File: config.mk
export PLATFORM = sky130hd
export DESIGN_NAME = udp_ddr_wr_sched
export DESIGN_NICKNAME = d
export VERILOG_FILES = /design/src/rtl/udp_ddr_wr_sched.sv
export SDC_FILE = /design/constraint.sdc
export NUM_CORES = 1
export LEC_CHECK = 0
export BUFFER_PORTS_ARGS = -buffer_cell sky130_fd_sc_hd__buf_4
export CORE_ASPECT_RATIO = 2
export CORE_UTILIZATION = 23
export CTS_CLUSTER_DIAMETER = 120
export DETAILED_ROUTE_END_ITERATION = 12
export PLACE_DENSITY = 0.51
export SKIP_LAST_GASP = 1
export SLEW_MARGIN = 40
export SYNTH_ARGS = -nofsm -noshare
export SYNTH_HDL_FRONTEND = slang
export SYNTH_SLANG_ARGS = --single-unit
export TNS_END_PERCENT = 10
File: constraint.sdc
create_clock -name clk -period 6.79 [get_ports clk]
set_clock_uncertainty 0.05 [all_clocks]
set_input_delay 0.679 -clock clk [delete_from_list [all_inputs] [get_ports clk]]
set_output_delay 0.679 -clock clk [all_outputs]
set_load 0.01 [all_outputs]
File: src/rtl/udp_ddr_wr_sched.sv
// -----------------------------------------------------------------------------
// udp_ddr_wr_sched
//
// Moves UDP payload words from the write-side show-ahead FIFO into DDR through
// the FDMA write channel. The block watches the FIFO fill level and issues
// fixed-length write bursts. It pops one FIFO word for every beat the FDMA
// accepts, and walks the DDR start address around a ring buffer.
//
// Handshake semantics (the whole contract with FIFO and FDMA):
//   - fdma_wareq rises one cycle after a burst is scheduled. It stays high
//     until fdma_wbusy is sampled high, which is the grant.
//   - While the burst is open, every cycle with fdma_wvalid=1 is one accepted
//     beat. fdma_wdata is the FIFO head word in that same cycle.
//   - fifo_re pops the FIFO in the same cycle as the accepted beat, but only
//     if the FIFO is not empty.
//   - The burst closes once the FDMA drops fdma_wbusy after the last beat.
//   - fdma_wvalid outside an open burst is ignored.
//
// Optional build macro: UDP_WR_FLUSH_EN
//   When defined, a residual of fewer than BURST_LEN words that sits
//   untouched for FLUSH_TIMEOUT cycles is written out as a partial burst.
//
// Ports:
//   clk, rst        clock; asynchronous active-high reset
//   wr_en           scheduling enable, sampled in IDLE only
//   fifo_dout       FIFO show-ahead head word
//   fifo_empty      FIFO empty flag
//   fifo_rdusedw    FIFO occupancy (words)
//   fifo_re         FIFO pop strobe
//   fdma_waddr      burst start byte address
//   fdma_wareq      burst request
//   fdma_wsize      burst length in words
//   fdma_wbusy      FDMA busy with a write burst
//   fdma_wvalid     FDMA accepts fdma_wdata this cycle
//   fdma_wdata      write data (the FIFO head word)
//   burst_cnt       completed burst count, wraps mod 2^32
//   err_underrun    sticky: beat accepted while FIFO was empty
//   state_dbg       current scheduler state
//                   (0 IDLE, 1 REQ, 2 BURST, 3 DONE)
// -----------------------------------------------------------------------------
module udp_ddr_wr_sched #(
   parameter int          ADDR_WIDTH = 32,
   parameter int          BURST_LEN  = 64,
   parameter logic [31:0] BUF_BASE   = 32'h0000_0000,
   parameter logic [31:0] BUF_BYTES  = 32'h0010_0000
`ifdef UDP_WR_FLUSH_EN
   ,
   parameter int          FLUSH_TIMEOUT = 1024
`endif
) (
   input  logic                  clk,
   input  logic                  rst,
   input  logic                  wr_en,
   input  logic [31:0]           fifo_dout,
   input  logic                  fifo_empty,
   input  logic [7:0]            fifo_rdusedw,
   output logic                  fifo_re,
   output logic [ADDR_WIDTH-1:0] fdma_waddr,
   output logic                  fdma_wareq,
   output logic [15:0]           fdma_wsize,
   input  logic                  fdma_wbusy,
   input  logic                  fdma_wvalid,
   output logic [31:0]           fdma_wdata,
   output logic [31:0]           burst_cnt,
   output logic                  err_underrun,
   output logic [1:0]            state_dbg
);

   typedef enum logic [1:0] {
      S_IDLE  = 2'd0,
      S_REQ   = 2'd1,
      S_BURST = 2'd2,
      S_DONE  = 2'd3
   } state_t;

   localparam logic [7:0]            BURST_LVL = 8'(BURST_LEN);
   localparam logic [15:0]           BURST_WDS = 16'(BURST_LEN);
   localparam logic [ADDR_WIDTH-1:0] BASE_A    = ADDR_WIDTH'(BUF_BASE);
   // Ring arithmetic uses one extra bit so the wrap test cannot overflow.
   localparam logic [ADDR_WIDTH:0]   RING_A    = (ADDR_WIDTH+1)'(BUF_BYTES);

   state_t                state;
   logic [15:0]           beat_cnt;
   logic [ADDR_WIDTH-1:0] offset;
   logic [ADDR_WIDTH:0]   off_next;
   logic                  off_wrap;
   logic                  full_ready;

`ifdef UDP_WR_FLUSH_EN
   localparam int              IDLE_W   = $clog2(FLUSH_TIMEOUT + 1);
   localparam logic [IDLE_W-1:0] IDLE_MAX = IDLE_W'(FLUSH_TIMEOUT);

   logic [IDLE_W-1:0] idle_cnt;
   logic              partial_lvl;
   logic              flush_fire;
`endif

   // Show-ahead FIFO: the head word is already valid, so data is passed
   // straight through with no read latency.
   assign fdma_wdata = fifo_dout;
   assign fifo_re    = fdma_wvalid && (state == S_BURST) && !fifo_empty;
   assign state_dbg  = state;

   assign full_ready = wr_en && !fdma_wbusy && (fifo_rdusedw >= BURST_LVL);

   always_comb begin
      off_next = {1'b0, offset} + (ADDR_WIDTH+1)'({fdma_wsize, 2'b00});
`ifdef UDP_WR_FLUSH_EN
      // After a partial burst the offset may be misaligned to full bursts.
      // Wrap early if a full burst would no longer fit before the ring end.
      off_wrap = (off_next + (ADDR_WIDTH+1)'(BURST_LEN * 4)) > RING_A;
`else
      off_wrap = (off_next >= RING_A);
`endif
   end

`ifdef UDP_WR_FLUSH_EN
   assign partial_lvl = (fifo_rdusedw != 8'd0) && (fifo_rdusedw < BURST_LVL);
   assign flush_fire  = partial_lvl && (idle_cnt == IDLE_MAX) && wr_en && !fdma_wbusy;
`endif

   always_ff @(posedge clk or posedge rst) begin
      if (rst) begin
         state        <= S_IDLE;
         fdma_wareq   <= 1'b0;
         fdma_waddr   <= BASE_A;
         fdma_wsize   <= 16'd0;
         beat_cnt     <= 16'd0;
         offset       <= '0;
         burst_cnt    <= 32'd0;
         err_underrun <= 1'b0;
`ifdef UDP_WR_FLUSH_EN
         idle_cnt     <= '0;
`endif
      end else begin
         // The beat still counts on underrun; only the pop is suppressed.
         if ((state == S_BURST) && fdma_wvalid && fifo_empty)
            err_underrun <= 1'b1;

`ifdef UDP_WR_FLUSH_EN
         // Counts idle cycles with a residual below one full burst and
         // saturates at the timeout.
         if ((state == S_IDLE) && partial_lvl) begin
            if (idle_cnt != IDLE_MAX)
               idle_cnt <= idle_cnt + IDLE_W'(1);
         end else begin
            idle_cnt <= '0;
         end
`endif

         case (state)
            S_IDLE: begin
               if (full_ready) begin
                  state      <= S_REQ;
                  fdma_wareq <= 1'b1;
                  fdma_wsize <= BURST_WDS;
                  fdma_waddr <= BASE_A + offset;
               end
`ifdef UDP_WR_FLUSH_EN
               else if (flush_fire) begin
                  state      <= S_REQ;
                  fdma_wareq <= 1'b1;
                  fdma_wsize <= {8'd0, fifo_rdusedw};
                  fdma_waddr <= BASE_A + offset;
               end
`endif
            end

            S_REQ: begin
               if (fdma_wbusy) begin
                  fdma_wareq <= 1'b0;
                  state      <= S_BURST;
               end
            end

            S_BURST: begin
               if (fdma_wvalid) begin
                  if (beat_cnt == fdma_wsize - 16'd1) begin
                     beat_cnt <= 16'd0;
                     state    <= S_DONE;
                  end else begin
                     beat_cnt <= beat_cnt + 16'd1;
                  end
               end
            end

            S_DONE: begin
               if (!fdma_wbusy) begin
                  burst_cnt <= burst_cnt + 32'd1;
                  offset    <= off_wrap ? '0 : off_next[ADDR_WIDTH-1:0];
                  state     <= S_IDLE;
               end
            end

            default: state <= S_IDLE;
         endcase
      end
   end

endmodule

== Word-level counts from Yosys, hierarchy flattened ==
Index checks and enable logic that the tools add are counted.
Operators by class
  reductions and logical operators: 14
  add/sub/neg operators: 4
  magnitude comparators: 2
  bitwise gates (word level): 1
  equal/unequal tests: 9
  multiplexer cells: 11
Operators with widths (number)
  $add A32 B9 Y33: 1
  $ge A33 B21 Y1 const B: 1
  $add A32 B1 Y32 const B: 1
  $mux W32: 1
  $add A16 B1 Y16 const B: 1
  $eq A16 B16 Y1: 1
  $mux W16: 1
  $mux W2: 5
  $ge A8 B7 Y1 const B: 1
  $ne A2 B2 Y1 const B: 4
  $pmux W2 S4: 1
  $sub A7 B1 Y8 const B: 1
  $reduce_and A2 Y1: 3
  $logic_and A1 B1 Y1: 5
  $reduce_and A5 Y1: 1
  $eq A2 B2 Y1 const B: 2
  $reduce_and A3 Y1: 1
  $eq A2 B1 Y1 const B: 1
  $logic_not A1 Y1: 2
  $logic_not A2 Y1: 1
  $mux W1: 2
  $ne A2 B1 Y1 const B: 1
  $pmux W1 S2: 1
  $reduce_bool A2 Y1: 1
  $not A1 Y1: 1
Word-level totals
  output and inout bits: 117
  bits of input ports: 46
  register bits: 117

== Longest topological paths before layout ==
Gate-level depths: netlist of the first run.
  word-level depth: 5
  gate-level depth with buffers: 10
  gate-level depth less buffers: 9

== Worst setup path before layout of the first run ==
No wires, ideal clock.
  path type: register -> register
  start point: register fdma_wsize[6]
  end point: register offset[10]
  buffers on the path: 1
  path slack: 4354 ps
  arrival time: 2317 ps
  required time: 6671 ps
  cell stages (with the launch flop): 11
  cell sequence: dfrtp_1 -> ha_1 -> ha_1 -> nand3_1 -> nor4_4 -> and3_1 -> a31oi_1 -> nor4_4 -> buf_6 -> nand4b_1 -> nand3_1
Between the ends
  cells in the longest elaborated chain, start to end: 3
Ends and longest elaborated chain
  start: declaration: RTL line 60  | output logic [15:0] fdma_wsize,
  start signal: assignment: RTL line 127  | fdma_wsize <= 16'd0;
  start signal: assignment: RTL line 156  | fdma_wsize <= BURST_WDS;
  $add A32 B9 Y33 (*): RTL line 107  | off_next = {1'b0, offset} + (ADDR_WIDTH+1)'({fdma_wsize, 2'b00});
  $ge A33 B21 Y1: RTL line 113  | off_wrap = (off_next >= RING_A);
  $mux W32 (*): RTL line 190  | offset <= off_wrap ? '0 : off_next[ADDR_WIDTH-1:0];
  end signal: assignment: RTL line 190
  end: declaration: RTL line 84  | logic [ADDR_WIDTH-1:0] offset;
Mark *: on every way between the ends. The rest lies on a longest branch, timed or not.
A chain may end at the register's enable or synchronous reset.

== Worst setup path after layout of the first run ==
  start point: register fdma_wsize[6]
  end point: register offset[11]
Same word-level chain as after synthesis.

==> results.yml, run 1 <==
place:
  routabilityCongestion: 0.734
  dp_hpwl_um: 7680
  numPortBuffers: 69
  dpl-instance-area_mm2: 0.00560
finish:
  finalCoreUtilization_pct: 27.4
  final_cell_mix: "101 x sky130_fd_sc_hd__dfrtp_1, 71 x sky130_fd_sc_hd__buf_4, 53 x sky130_fd_sc_hd__nand2_1"
  final_net_count: 571
  antenna-diode-count: 0
  layout_commonest_cell: "sky130_fd_sc_hd__dfrtp_1"
  syn_to_final_growth_pct: 16.1
  final_area_mm2: 0.00591
  drive_above_1_share_pct: 24.3
timing:
  finalCriticalPeriod_ns: 3.19
  timing.final.max_slew_violations: 0
  final_period_utilization_pct: 47.0
  totalNegativeSetupSlack_ns: 0
  final.hold.worst_slack_ns: 0.307
  worst_slew_margin_rel_pct: 52.0
  maxClockFrequency_ghz: 0.314
  rsz_0062_raised_after_global_routing: "false"
  finalHoldViolations: 0
  setup_violations: 0
  max_slew.worst_pin.slew_ns: 0.715
cts:
  cts-htree-levels: 3
  cts_buffer_depth: 2
  cts_tree: "yes"
  cts.repair_timing.setup_buffer_count: 0
  clock_net_sink_count: 101
  cts_hold_repair.buffers: 0
  root_buffer: "sky130_fd_sc_hd__clkbuf_16"
  resized_cells_post_cts: 0
  clk-insertion-delay-late_ns: 0.37
  cts-buffers-inserted: 9
  clk_pin_slew_ns: 0.08
power:
  fin_total_pwr_mw: 1.69
  power_leakage_nw: 2.79
  power.ir.vdd_worst_mv: 0.144
  power_density_mw_per_mm2: 285
route:
  postRouteWirelength_um: 10700
  avgViaCountPerCell: 4.36
  detailroute.via_count: 3464
  drt_first_pass_iters: 4
  drc: 0
  detail-route-antenna-nets: 0
  drt_iter0_drc: 107
  post_drt_wl_per_cell_um: 13.4
global_route:
  grt_pass1_wl_um: 17400
  global_route.usage.total_pct: 10.1
  grt_max_degree: 59
  first_global_vias: 3456
  global_route.overflow_total: 0
  grt_antenna_before_repair: 0
worst_setup_path:
  r2r_setup_slack_ns: 3.60
  reg2reg_depth: 10
  critical_path_arrival_ns: 3.40
  timing.setup.critical_path_class: "reg2reg"
  crit_path_max_fanout: 8
  worstPathRequired_ns: 7.00
  crit-reg2reg-launch: "fdma_wsize[6]$_DFFE_PP0P_"
  worst_path_largest_cell_delay_ns: 0.52
  cpMaxStageDelayCell: "sky130_fd_sc_hd__nor4_4"
  timing.critical_path.from_type: "flop"
  destination_of_the_worst_register_to_register_timing_path: "offset[11]$_DFFE_PP0P_"
  timing.critical_path.to_type: "flop"
  crit_path_cell_chain: "ha_1 -> ha_1 -> nand3_1 -> nor4_4 -> and3_1 -> a31oi_1 -> nor4_4 -> buf_4 -> nand2_2 -> o311ai_2"
synth:
  avgSynthCellArea_um2: 10.7
  postSynth.asyncResetShare_pct: 100
  synth.yosys.warnings: 0
  synth_cells: 475
  yosys.area.top_type_share_pct: 49.6
  synth-seq-cells: 101
  synthAdderAreaFrac_pct: 1.96
  synth-main-ff-cell: "sky130_fd_sc_hd__dfrtp_1"
  yosys.cell_types.count: 55
  synth-seq-area-share_pct: 49.6
  synth_simple_gate_area_share_pct: 19.7
  netlist_top_cells_area: "sky130_fd_sc_hd__dfrtp_1 50%, sky130_fd_sc_hd__buf_4 8.2%, sky130_fd_sc_hd__mux2_2 5.5%"
  synthDominantAreaCellType: "sky130_fd_sc_hd__dfrtp_1"
  synth-edff-count: 0
  post_synth_instance_area_mm2: 0.00510
  synth-xor-area-share_pct: 7.91
  yosys-mux-area-fraction_pct: 5.75
  area_fraction_in_compound_gates_after_synthesis_pct: 5.35
  synth_top_family_by_area: "simple AND/OR/NAND/NOR gates"
floorplan:
  die_x_um: 107
  design.portCount: 163
  initial_core_util_pct: 23.6
  placement_rows: 76
  design.die.area_mm2: 0.0228
  fp.dieH_um: 213
  core_region_area_mm2: 0.0216
outcome:
  run_status: "finished, final reports clean"
job:
  max_cap_violations: 0
min_path:
  hold_path.class: "in2async"
[metrics by stage]
stage / std cells / worst slack, ns
2_1_floorplan: 497 / 3.41
3_3_place_gp: 778 / 3.55
3_5_place_dp: 778 / 3.47
4_1_cts: 794 / 3.46
5_1_grt: 795 / 3.33
6_report: 795 / 3.60
[worst max path at each step]
stage                                   start                         to  cells past startpoint
global route        fdma_wsize[6]$_DFFE_PP0P_     offset[11]$_DFFE_PP0P_                     10
detailed placement  fdma_wsize[6]$_DFFE_PP0P_     offset[11]$_DFFE_PP0P_                      9
finish              fdma_wsize[6]$_DFFE_PP0P_     offset[11]$_DFFE_PP0P_                     10
global placement                   fdma_wbusy  burst_cnt[31]$_DFFE_PP0P_                      9
CTS                 fdma_wsize[6]$_DFFE_PP0P_     offset[11]$_DFFE_PP0P_                      9
floorplan                                 rst    beat_cnt[0]$_DFFE_PP0P_                      1
[area by class of cell]
class                      instances  area (um^2)
tap                              273          342
multi-input combinational        323         2160
fill                            2244        15700
sequential                       101         2530
clock inverter                     6         71.3
clock buffer                      10          229
inverter                          10         40.0
timing repair buffer              72          544
[flip-flops by register name (all words and copies together), names as in the netlist]
register and flops:
fdma_wareq 1, state_dbg 2, offset 24, burst_cnt 32, beat_cnt 16, fdma_wsize 1, err_underrun 1, fdma_waddr 24
[worst max-delay path, delay by kind of cell (launching register included)]
kind,cells,cell delay [ns]
AO/OA/AOI/OAI,2,0.37
adder cells (fa/ha/maj),2,0.44
AND/OR/NAND/NOR,5,1.47
buffers and inverters,1,0.25
flip-flops,1,0.50
[synth_stat cells (3+ instances only)]
cell type	n
sky130_fd_sc_hd__xnor2_1	28
sky130_fd_sc_hd__a21o_1	3
sky130_fd_sc_hd__inv_1	10
sky130_fd_sc_hd__nand4_1	11
sky130_fd_sc_hd__and3_1	9
sky130_fd_sc_hd__xor2_1	18
sky130_fd_sc_hd__or4_1	4
sky130_fd_sc_hd__and2_1	5
sky130_fd_sc_hd__nor4_4	3
sky130_fd_sc_hd__nor2_1	29
sky130_fd_sc_hd__o21ai_0	10
sky130_fd_sc_hd__dfrtp_1	101
sky130_fd_sc_hd__nand2b_1	3
sky130_fd_sc_hd__and4_1	4
sky130_fd_sc_hd__nor2b_1	12
sky130_fd_sc_hd__a22o_1	4
sky130_fd_sc_hd__buf_4	56
sky130_fd_sc_hd__nand3_1	26
sky130_fd_sc_hd__ha_1	8
sky130_fd_sc_hd__nor3_1	7
sky130_fd_sc_hd__nor4_1	4
sky130_fd_sc_hd__nand2_1	54
sky130_fd_sc_hd__clkbuf_1	5
sky130_fd_sc_hd__mux2_2	25
[metal layers]
| layer | up-vias | track usage, % | wire length (um) |
|---|---|---|---|
| li1 | 1638 | - | - |
| met1 | 1692 | 10.7 | 4140 |
| met2 | 100 | 17.1 | 5530 |
| met3 | 34 | 2.54 | 606 |
| met4 | 0 | 7.18 | 390 |
| met5 | - | 0 | 0 |
[where the power goes]
part	internal, mW	switching [mW]	total [mW]
logic	0.188	0.208	0.396
registers	0.678	0.0747	0.753
clock network	0.290	0.248	0.538
total	1.16	0.531	1.69
[logic make-up after synthesis]
kind of cell               after synthesis
muxes                                   26
AOI/OAI and AO/OA                       36
xor gates and xnor gates                46
other                                    1
DFF                                    101
and+or+nand+nor                        184
buffers and inverters                   73
adders and majority gates                8
Power figures use the tool's default switching activity.
==> inputs of run 2 (changes only) <==
==> constraint.sdc (replaced) <==
create_clock -name clk -period 3.1 [get_ports clk]
set_clock_uncertainty 0.05 [all_clocks]
set_input_delay 0.31 -clock clk [delete_from_list [all_inputs] [get_ports clk]]
set_output_delay 0.31 -clock clk [all_outputs]
set_load 0.01 [all_outputs]
==> results.yml, run 2 (same netlist as run 1, synthesis figures left out) <==
outcome:
  run_status: "finished, final reports clean"
place:
  routabilityCongestion: 0.747
  place_ws_ns: 0.210
  numPortBuffers: 69
  dp_hpwl_um: 7940
  placedCellCount: 782
timing:
  final_period_utilization_pct: 89.5
  finalHoldViolations: 0
  timing.final.max_slew_violations: 0
  final.hold.worst_slack_ns: 0.105
  finalCriticalPeriod_ns: 2.77
  max_slew.worst_pin.slew_ns: 0.750
  worst_slew_margin_rel_pct: 49.6
  maxClockFrequency_ghz: 0.360
  setup_ws_ns: 0.325
  rsz_0062_raised_after_global_routing: "false"
  totalNegativeSetupSlack_ns: 0
  setup_violations: 0
floorplan:
  design.portCount: 163
  design.die.area_mm2: 0.0228
  initial_core_util_pct: 23.6
  core_region_area_mm2: 0.0216
  die_x_um: 107
  fp.dieH_um: 213
  placement_rows: 76
cts:
  root_buffer: "sky130_fd_sc_hd__clkbuf_16"
  clock_net_sink_count: 101
  clk_pin_slew_ns: 0.07
  cts-buffers-inserted: 9
  cts_buffer_depth: 2
  clk-insertion-delay-late_ns: 0.36
  cts-htree-levels: 3
  cts_tree: "yes"
global_route:
  grt_antenna_before_repair: 0
  first_global_vias: 3530
  global_route.usage.total_pct: 10.4
  global_route.overflow_total: 0
  grt_pass1_wl_um: 17900
  grt_max_degree: 48
finish:
  regs_by_ff_count: "burst_cnt x32, fdma_waddr x24, offset x24"
  final_net_count: 577
  layout_commonest_cell: "sky130_fd_sc_hd__dfrtp_1"
  largest_register_ffs: 32
  final_cells: 798
  num-fill-cells: 2236
  syn_to_final_growth_pct: 16.2
  final_cell_mix: "101 x sky130_fd_sc_hd__dfrtp_1, 76 x sky130_fd_sc_hd__buf_4, 54 x sky130_fd_sc_hd__nand2_1"
  largest-register: "burst_cnt"
  drive_above_1_share_pct: 24.4
  antenna-diode-count: 0
worst_setup_path:
  critical_path_arrival_ns: 2.97
  worstPathRequired_ns: 3.29
  timing.critical_path.to_type: "flop"
  timing.setup.critical_path_class: "reg2reg"
  timing.critical_path.from_type: "flop"
  crit_path_max_fanout: 6
route:
  detail-route-antenna-nets: 0
  postRouteWirelength_um: 10900
  drc: 0
  avgViaCountPerCell: 4.39
  post_drt_wl_per_cell_um: 13.7
  drt_first_pass_iters: 6
  drt_iter0_drc: 149
  detailroute.via_count: 3507
min_path:
  hold_path.class: "in2reg"
power:
  power.ir.vdd_worst_mv: 0.350
  power_leakage_nw: 2.80
  power_density_mw_per_mm2: 604
job:
  max_cap_violations: 0
run 2: changes by cell type in the layout (fill, tap and decap cells not counted), sizes merged:
cell	delta
buf	+5
bufinv	-1
clkbuf	+1
clkinv	-1
dlygate4sd3	+1
inv	-2
run 2: metrics by stage:
stage | util, % | cell area (um^2) | power (mW)
CTS | 27.4 | 5910 | 3.64
detailed placement | 26.1 | 5640 | 2.57
finish | 27.4 | 5920 | 3.58
global placement | 26.1 | 5640 | 2.53
floorplan | - | 5180 | 2.27
global route | 27.4 | 5920 | 3.80
run 2: final timing paths:
check	startpoint	end	slack (ns)	cells past startpoint
setup / recovery	state_dbg[0]$_DFFE_PP0P_	burst_cnt[31]$_DFFE_PP0P_	0.33	8
hold / removal	fifo_empty	err_underrun$_DFFE_PP0P_	0.10	2
max in group asynchronous	rst	fdma_waddr[26]$_DFFE_PP0P_	1.84	4
setup reg to reg	state_dbg[0]$_DFFE_PP0P_	burst_cnt[31]$_DFFE_PP0P_	0.33	8
min in group asynchronous	rst	burst_cnt[11]$_DFFE_PP0P_	0.49	3
hold reg to reg	err_underrun$_DFFE_PP0P_	err_underrun$_DFFE_PP0P_	0.42	1
run 2: metal layers:
metal | vias to the layer above | part of all wire, % | global-route usage (%)
met5 | - | 0 | 0
met4 | 0 | 3.1 | 6.19
met3 | 32 | 5.8 | 3.19
met2 | 106 | 52 | 17.7
met1 | 1719 | 39 | 11.1
li1 | 1650 | - | -
run 2: final cells by class:
| cell class | count | area, um^2 | area share (%) |
|---|---|---|---|
| flip-flops and latches | 101 | 2530 | 42.7 |
| multi-input cells | 323 | 2160 | 36.4 |
| repair buffers | 78 | 601 | 10.1 |
| well taps | 273 | 342 | 5.77 |
| clock buffers | 11 | 243 | 4.10 |
| inverters | 10 | 40.0 | 0.676 |
| clock inverters | 2 | 12.5 | 0.211 |
run 2: worst max-delay path, cell delays in order (launching register included):
cell and delay, ns:
sky130_fd_sc_hd__dfrtp_1 0.43, sky130_fd_sc_hd__ha_1 0.21, sky130_fd_sc_hd__and2b_1 0.27, sky130_fd_sc_hd__nand3_1 0.20
sky130_fd_sc_hd__nor2_1 0.32, sky130_fd_sc_hd__nand3_1 0.32, sky130_fd_sc_hd__nor3b_1 0.54, sky130_fd_sc_hd__nand3_1 0.17
sky130_fd_sc_hd__xnor2_1 0.16
run 2: what timing repair did:
| item | in CTS | in global routing |
|---|---|---|
| endpoints found under the setup margin | 0 | 6 |
| gates resized for setup | 0 | 0 |
| setup buffers | 0 | 2 |
| endpoints found under the hold margin | 37 | 0 |
| hold buffers | 1 | 0 |
run 2: report_power, final:
group	internal, mW	switching (mW)	leakage [nW]	total [mW]
Clock	0.552	0.491	0.123	1.04
Sequential	1.49	0.155	1.30	1.64
Combinational	0.424	0.470	1.38	0.894
Total	2.46	1.12	2.80	3.58
